`config.mk`:
```
export PLATFORM = sky130hd
export DESIGN_NAME = buzz_sched
export DESIGN_NICKNAME = d
export VERILOG_FILES = /design/src/rtl/buzz_sched.sv
export SDC_FILE = /design/constraint.sdc
export NUM_CORES = 1
export LEC_CHECK = 0
export ABC_AREA = 1
export BUFFER_PORTS_ARGS = -buffer_cell sky130_fd_sc_hd__buf_2
export CORE_MARGIN = 2
export CORE_UTILIZATION = 55
export DETAILED_ROUTE_END_ITERATION = 10
export GPL_TIMING_DRIVEN = 0
export HOLD_SLACK_MARGIN = 0.06
export PLACE_DENSITY = 0.71
export SYNTH_ARGS = -nofsm -noshare
export SYNTH_HDL_FRONTEND = slang
export SYNTH_SLANG_ARGS = --single-unit
```
`constraint.sdc`:
```
create_clock -name clk -period 5.5 [get_ports clk]
set_input_delay 1.375 -clock clk [delete_from_list [all_inputs] [get_ports clk]]
set_output_delay 1.375 -clock clk [all_outputs]
set_load 0.03 [all_outputs]
```
`src/rtl/buzz_sched.sv`:
```
// buzz_sched: arbitrates the single buzzer pin between alarm, hourly chime and key beep
module buzz_sched #(
  parameter int TICK_DIV      = 50000,
  parameter int DIV_HI        = 50000,
  parameter int DIV_LO        = 62500,
  parameter int KEY_MS        = 100,
  parameter int ALARM_HALF_MS = 500,
  parameter int ALARM_SEC     = 60
) (
  input  logic       clk,
  input  logic       rst_n,
  input  logic [6:0] sec_in,
  input  logic [6:0] min_in,
  input  logic [4:0] hour_in,
  input  logic       alarm_en,
  input  logic [4:0] alarm_hour,
  input  logic [6:0] alarm_min,
  input  logic       alarm_stop,
  input  logic       key_pulse,
  output logic       buzz,
  output logic [1:0] src,
  output logic       busy
);
  localparam int D1   = DIV_LO > DIV_HI ? DIV_LO : DIV_HI;
  localparam int DMAX = D1 > TICK_DIV ? D1 : TICK_DIV;
  localparam int MMAX = KEY_MS > ALARM_HALF_MS ? KEY_MS : ALARM_HALF_MS;
  localparam int DW   = $clog2(DMAX + 1);
  localparam int MW   = $clog2(MMAX + 1);
  localparam int SW   = $clog2(ALARM_SEC + 1);
  typedef enum logic [1:0] {IDLE = 2'd0, KEY = 2'd1, CHIME = 2'd2, ALARM = 2'd3} state_t;
  state_t state, nxt;
  logic [6:0]    sec_q;
  logic [DW-1:0] tick_cnt, tone_cnt, div;
  logic [MW-1:0] ms_cnt;
  logic [SW-1:0] sec_cnt;
  logic gate, tone, mask;
  logic chime_lo, chime_hit, chime_ok, sec_chg, trig, tick, half_end, key_end, alarm_done;
  logic chg, ms_restart, tone_end, tone_nxt, gate_nxt;
  // request decode, arbitration and next-cycle tone/gate values
  always_comb begin
    chime_lo   = min_in == 7'd0 && sec_in == 7'd0;
    chime_hit  = (min_in == 7'd59 && sec_in >= 7'd50 && sec_in <= 7'd58 && !sec_in[0]) || chime_lo;
    chime_ok   = chime_hit && !mask;
    sec_chg    = sec_in != sec_q;
    trig       = alarm_en && sec_in == 7'd0 && sec_q != 7'd0 && hour_in == alarm_hour && min_in == alarm_min;
    tick       = tick_cnt == DW'(TICK_DIV - 1);
    half_end   = state == ALARM && tick && ms_cnt == MW'(ALARM_HALF_MS - 1);
    key_end    = state == KEY && tick && ms_cnt == MW'(KEY_MS - 1);
    alarm_done = alarm_stop || !alarm_en || (sec_chg && sec_cnt >= SW'(ALARM_SEC - 1));
    nxt = state == ALARM ? (alarm_done ? (chime_ok ? CHIME : IDLE) : ALARM)
        : trig           ? (alarm_stop ? IDLE : ALARM)
        : chime_ok       ? CHIME
        : state == CHIME ? IDLE
        : key_pulse      ? KEY
        : key_end        ? IDLE
        : state;
    chg        = nxt != state;
    ms_restart = chg || (state == KEY && nxt == KEY && key_pulse);
    div        = (nxt == CHIME && chime_lo) ? DW'(DIV_LO) : DW'(DIV_HI);
    tone_end   = tone_cnt >= div - 1'b1;
    tone_nxt   = chg ? 1'b0 : tone_end ? ~tone : tone;
    gate_nxt   = chg ? 1'b1 : half_end ? ~gate : gate;
  end
  // state, counters and registered outputs
  always_ff @(posedge clk or negedge rst_n) begin
    if (!rst_n) begin
      state    <= IDLE;
      src      <= 2'd0;
      busy     <= 1'b0;
      buzz     <= 1'b0;
      sec_q    <= 7'd0;
      tick_cnt <= '0;
      tone_cnt <= '0;
      ms_cnt   <= '0;
      sec_cnt  <= '0;
      gate     <= 1'b0;
      tone     <= 1'b0;
      mask     <= 1'b0;
    end else begin
      state    <= nxt;
      src      <= nxt;
      busy     <= nxt != IDLE;
      buzz     <= nxt != IDLE && gate_nxt && tone_nxt;
      sec_q    <= sec_in;
      mask     <= trig ? 1'b1 : chime_hit ? mask : 1'b0;
      tick_cnt <= (ms_restart || tick) ? '0 : tick_cnt + 1'b1;
      ms_cnt   <= (ms_restart || half_end) ? '0 : (tick && ms_cnt != MW'(MMAX)) ? ms_cnt + 1'b1 : ms_cnt;
      sec_cnt  <= chg ? '0 : (state == ALARM && sec_chg && sec_cnt != SW'(ALARM_SEC)) ? sec_cnt + 1'b1 : sec_cnt;
      tone_cnt <= (chg || tone_end) ? '0 : tone_cnt + 1'b1;
      tone     <= tone_nxt;
      gate     <= gate_nxt;
    end
  end
endmodule

```
# Word level (Yosys, flattened, before mapping)
# Index checks and enable logic that the tools add are counted.
[totals]
regBits = 61
latch_bits = 0
ramBits = 0
romBits = 0
in_bits = 36
out_inout_bits = 4
word_cells = 98
mem_count = 0
[op_classes]
add_sub_neg = 5
mul = 0
div = 0
n_lt_le_gt_ge = 4
n_eq_ne = 16
shift = 0
muxes = 22
n_bitwise = 2
reduce_logical = 38
[op_table]
columns = ["operator", "count"]
rows = [
  ["16-bit by 1-bit adder with 16-bit output (second input constant)", 2],
  ["16-bit 2-to-1 mux", 2],
  ["1-bit logical AND", 22],
  ["2-bit 2-to-1 mux", 9],
  ["9-bit 2-to-1 mux", 2],
  ["16-bit == test (second input constant)", 1],
  ["16-bit greater-or-equal comparator", 1],
  ["15-bit by 2-bit subtractor with 16-bit output (second input constant)", 1],
  ["7-bit logical NOT", 2],
  ["14-bit 2-to-1 mux", 1],
  ["6-bit 2-to-1 mux", 2],
  ["9-bit by 1-bit adder with 9-bit output (second input constant)", 1],
  ["9-bit by 7-bit == test with 1-bit output (second input constant)", 1],
  ["9-bit == test (second input constant)", 1],
  ["9-bit inequality test (second input constant)", 1],
  ["7-bit by 6-bit == test with 1-bit output (second input constant)", 1],
  ["7-bit == test", 1],
  ["7-bit by 6-bit greater-or-equal comparator with 1-bit output (second input constant)", 1],
  ["7-bit by 6-bit <= comparator with 1-bit output (second input constant)", 1],
  ["1-bit logical OR", 7],
  ["7-bit inequality test", 1],
  ["7-bit nonzero test", 1],
  ["6-bit by 1-bit adder with 6-bit output (second input constant)", 1],
  ["2-bit == test (second input constant)", 3],
  ["other kinds (10)", 21],
]

# Depth between registers and ports, before layout
[depth]
word_depth = 17
ltp_mapped = 24

# Least setup slack after synthesis
# OpenSTA, ideal clock, no wires.
[synth_timing]
path_kind = "input -> register"
start = "in sec_in[0]"
end = "reg buzz"
setup_ps = 72
arrival_ps = 3908
t_required_ps = 5428
path_slack_ps = 1520
path_stages = 23
n_path_buf = 0
path_cell_list = "nor2_1 > nand2_1 > nor2_4 > nand2_1 > nand2_1 > a21oi_1 > nand2_1 > nand2_1 > nand2_1 > nand2_1 > nand2_1 > nand4_1 > inv_1 > ha_1 > a21oi_1 > o21ai_0 > a21oi_1 > nor2_1 > o21bai_1 > nand2_1 > xnor2_1 > nand3b_1 > nor2_1"
[synth_via]
elab_chain_cells = 17
elab_cells_between_ends = 34
classes_between = "add/sub (1); order compare (3); eq/ne (3); mux (9); reduce/logical (18)"
[synth_rtl]
columns = ["item", "line_no", "rtl"]
rows = [
  ["start: declaration", "12", "input logic [6:0] sec_in,"],
  ["7-bit by 6-bit greater-or-equal comparator with 1-bit output", "42", "chime_hit = (min_in == 7'd59 && sec_in >= 7'd50 && sec_in <= 7'd58 && !sec_in[0]) || chime_lo;"],
  ["1-bit logical AND (3 in a row)", "42", ""],
  ["1-bit logical OR", "42", ""],
  ["1-bit logical AND", "43", "chime_ok = chime_hit && !mask;"],
  ["2-bit 2-to-1 mux (on tied branches)", "52, 50", ""],
  ["2-bit 2-to-1 mux (on tied branches)", "51, 50", ""],
  ["2-bit 2-to-1 mux", "50", "nxt = state == ALARM ? (alarm_done ? (chime_ok ? CHIME : IDLE) : ALARM)"],
  ["2-bit == test", "59", "div = (nxt == CHIME && chime_lo) ? DW'(DIV_LO) : DW'(DIV_HI);"],
  ["1-bit logical AND", "59", ""],
  ["14-bit 2-to-1 mux", "59", ""],
  ["15-bit by 2-bit subtractor with 16-bit output", "60", "tone_end = tone_cnt >= div - 1'b1;"],
  ["16-bit greater-or-equal comparator", "60", ""],
  ["1-bit 2-to-1 mux (2 in a row)", "61", "tone_nxt = chg ? 1'b0 : tone_end ? ~tone : tone;"],
  ["1-bit logical AND *", "83", "buzz <= nxt != IDLE && gate_nxt && tone_nxt;"],
  ["end signal: assignment", "83", ""],
  ["end: declaration", "20", "output logic buzz,"],
]
# Every way passes the cells marked *; elsewhere a longest branch is shown, timed or not.
# A chain may end at the register's enable or synchronous reset.

# Final worst setup path
# Ends and elaborated chain as after synthesis.

==> reports/qor.log <==
[detailed_routing] count of nets left with antenna violations after detail routing 0
[power_and_ir_drop] Lkg Pwr 2.18 nW
[detailed_routing] post-detailed-route DRC marker count 0
[finish] register area 1530 sq um
[detailed_routing] routed length on met3 245 microns
[finish] share of the core filled with cells in the final layout 0.636
[sta] final hold viol count 0
[finish] most frequent cells in the layout 109 x nand2_1, 83 x inv_1, 81 x nor2_1, 61 x dfrtp_1, 38 x buf_2
[critical_path] arrival time worst endpoint 4.51 ns
[critical_path] element type at the critical path start input pin
[critical_path] cell with the largest stage delay on the worst path nand4_1
[finish] fraction of final layout cells sized beyond drive strength 1 0.157
[critical_path] Critical Path Most Common Cell nand2_1
[placed_design] total placed instance area 4100 sq um
[clocking] buffers from clock root to sink, at most 2
[detailed_routing] met2 WL 3490 microns
[sta] relative max-transition margin 0.500
[status] status completed
[critical_path] crit path capture type register
[detailed_routing] final wirelength 7210 microns
[clocking] post-cts hold buffer count 0
[detailed_routing] DR pass1 iterations 4
[die] Core Footprint 6760 sq um
[die] Die Area 7610 sq um
[sta] count of pins over their slew limit 0
[critical_path] Largest stage delay, worst path 0.26 ns
[detailed_routing] M1 wire length 3410 microns
[die] number of primary I/O pins 40
[logic_synthesis] synthesized area per cell 7.54 sq um
[logic_synthesis] Net Count, Synth 556
[clocking] number of H-tree branching levels 3
[detailed_routing] uppermost metal layer occupied by signal nets met4
[die] effective utilization at floorplan 0.564
[grt] initial antenna violation count 0
[grt] via count of the first global-routing pass 3070
[clocking] Gates resized, CTS repair 0
[critical_path] WS Path Type in -> reg
[finish] Multi-input gate area 1950 sq um
[logic_synthesis] proportion of netlist area held by the largest area contributor 0.401
[clocking] CTS Buf Count 9
[logic_synthesis] cell taking the most area after synthesis dfrtp_1
[grt] total congestion overflow after global routing 0
[sta] setup skew after layout 0.0108 ns
[detailed_routing] overall via count from detail_route 3151
[finish] NumNets Final 606
[finish] area delta synth->final 12.9%
[detailed_routing] initial DRC count 158
[logic_synthesis] synth warn 0
[power_and_ir_drop] VDD IR-drop max 0.000262 V
[placed_design] Post-Place Setup Slack 0.890 ns
[clocking] CTS root buffer clkbuf_8
[worst_hold_path] worst hold-check path type reg -> reg
[sta] shortest period the worst path allows 4.25 ns
[placed_design] Port-buffer cells 39
[die] Die Height 87.2 microns
[placed_design] placer's final routability congestion estimate 0.850
[clocking] Sink Count 61
[detailed_routing] drt via density 4.92
[die] Die Span X 87.2 microns
[logic_synthesis] count of mapped cells out of synthesis 505
[logic_synthesis] netlist area before placement 3810 sq um
[logic_synthesis] number of distinct standard cells referenced by the synthesized netlist 28
[finish] count of antenna diodes in the layout 0
[sta] share of the clock period used by the worst path after layout 0.772
[sta] number of endpoints failing setup at the final stage 0
[sta] Final WS setup 1.25 ns
[sta] Final TNS setup 0 ns
[logic_synthesis] sequential element share of the synthesized area 0.401
[grt] maximum number of pins on one net before global-route repair 62
[die] placement row count 30
[sta] unrepaired setup endpoints after global routing no
[sta] maximum clock rate 0.235 GHz
[critical_path] worst endpoint required time 5.76 ns
[clocking] clock transition at the registers of the reported paths 0.06 ns
[clocking] CTS tree done
[finish] cell area after layout 4300 sq um
[critical_path] cell chain of the critical path buf_2 -> nor2_1 -> nand2_1 -> nor2_4 -> nand2_1 -> nand2_1 -> a21oi_1 -> nand2_1 -> nand2_1 -> nand2_1 -> nand2_1 -> nand2_1 -> nand4_1 -> inv_1 -> ha_1 -> a21oi_1 -> o21ai_0 -> a21oi_1 -> nor2_1 -> o21bai_1 -> nand2_1 -> xnor2_1 -> nand3b_1 -> nor2_1
[finish] most frequent standard cell in the layout excluding fill and tap cells nand2_1
[power_and_ir_drop] PwrDens 257 nW/um^2
[logic_synthesis] top cells by area, synth dfrtp_1 40%, nand2_1 11%, inv_1 8.2%
[grt] wire length of the first global-routing pass 13000 microns
[placed_design] Post-DP HPWL 5570 microns
[finish] filler cell count in the final layout 628
[sta] pin slew with the least headroom to its limit 0.750 ns
[clocking] number of post-CTS setup repair buffers 0
[critical_path] maximum fanout along the worst path 5
[flow_run] max-cap viol count 0
[detailed_routing] post-detailed-route wirelength per cell 11.3 microns
[clocking] clock latency of the later-clocked register in the worst-skew pair 0.34 ns
[grt] global-route usage over all layers 0.216
[logic_synthesis] FF+latch count, synth 61
==> final cells by class <==
| type | count | share of cell area |
|---|---|---|
| inverters | 83 | 0.0725 |
| well taps | 80 | 0.0233 |
| clock inverters | 4 | 0.0111 |
| flip-flops and latches | 61 | 0.355 |
| multi-input cells | 359 | 0.453 |
| plain buffers | 2 | 0.00524 |
| repair buffers | 39 | 0.0460 |
| clock buffers | 12 | 0.0338 |
==> power by group <==
group	switching (mW)	total (mW)	leakage [nW]	internal, mW
registers	0.0345	0.521	0.808	0.486
clock network	0.173	0.394	0.0964	0.220
logic	0.110	0.191	1.27	0.0810
total	0.318	1.11	2.18	0.788
==> worst max-delay path: cells and delay by family <==
kind,cells,cell delay [ns]
AND/OR/NAND/NOR,15,1.68
AO/OA/AOI/OAI,5,0.68
buffers and inverters,2,0.36
adder cells (fa/ha/maj),1,0.26
XOR/XNOR,1,0.13
==> layer usage <==
metal / vias up / GRT usage
met3: 5 / 0.0445
met2: 33 / 0.355
met4: 0 / 0.0769
met5: - / 0
met1: 1444 / 0.285
li1: 1669 / -
==> registers in the layout (all words and copies together) (netlist names) <==
name	flops
tick_cnt	16
tone_cnt	16
ms_cnt	9
sec_q	7
sec_cnt	6
state	2
busy	1
buzz	1
gate	1
mask	1
tone	1
==> final timing paths <==
path                                       startpoint                     to  slack (ns)  cells past startpoint
worst max-delay path                        sec_in[0]         buzz$_DFF_PN0_        1.25                     24
worst min-delay path            tick_cnt[0]$_DFF_PN0_  tick_cnt[0]$_DFF_PN0_        0.45                      1
worst max register to register  ms_cnt[0]$_DFFE_PN0P_         buzz$_DFF_PN0_        1.83                     23
worst min register to register  tick_cnt[0]$_DFF_PN0_  tick_cnt[0]$_DFF_PN0_        0.45                      1
max in group asynchronous                       rst_n  tone_cnt[3]$_DFF_PN0_        3.90                      1
min in group asynchronous                       rst_n     sec_q[2]$_DFF_PN0_        1.09                      1
==> synthesized netlist by cell type <==
cell and instances:
nand4_2 1, xor2_1 24, nand3b_1 1, ha_1 15, nor2_4 1, o21ai_0 16
o211ai_1 1, nor4_1 2, nor2_1 81, nand4_4 2, nand2_1 109, nand2_2 4
dfrtp_1 61, a41oi_1 1, inv_1 83, nor3b_1 2, o21bai_1 2, and3_1 1
nor2_8 1, nor2_2 21, buf_6 2, nand4_1 11, nor3_1 10, or2_2 2
xnor2_1 13, nand3_1 28, a21oi_1 9, nand2_4 1
==> cell families after synthesis <==
| family | Yosys count | share of synthesized area |
|---|---|---|
| flops | 61 | 0.401 |
| compound gates | 29 | 0.0411 |
| simple gates | 278 | 0.336 |
| fa+ha+maj | 15 | 0.0493 |
| xor+xnor | 37 | 0.0851 |
| buf+inv | 85 | 0.0877 |
==> through the flow <==
stage | total power, mW | instances | hold slack (ns)
after global placement | 0.716 | 624 | 0.441
after floorplan | 0.663 | 505 | 0.424
final | 1.11 | 640 | 0.453
after detailed placement | 0.723 | 624 | 0.450
after CTS | 1.12 | 640 | 0.459
after global routing | 1.18 | 640 | 0.476
Note: power is estimated with default switching activity, not from simulation.
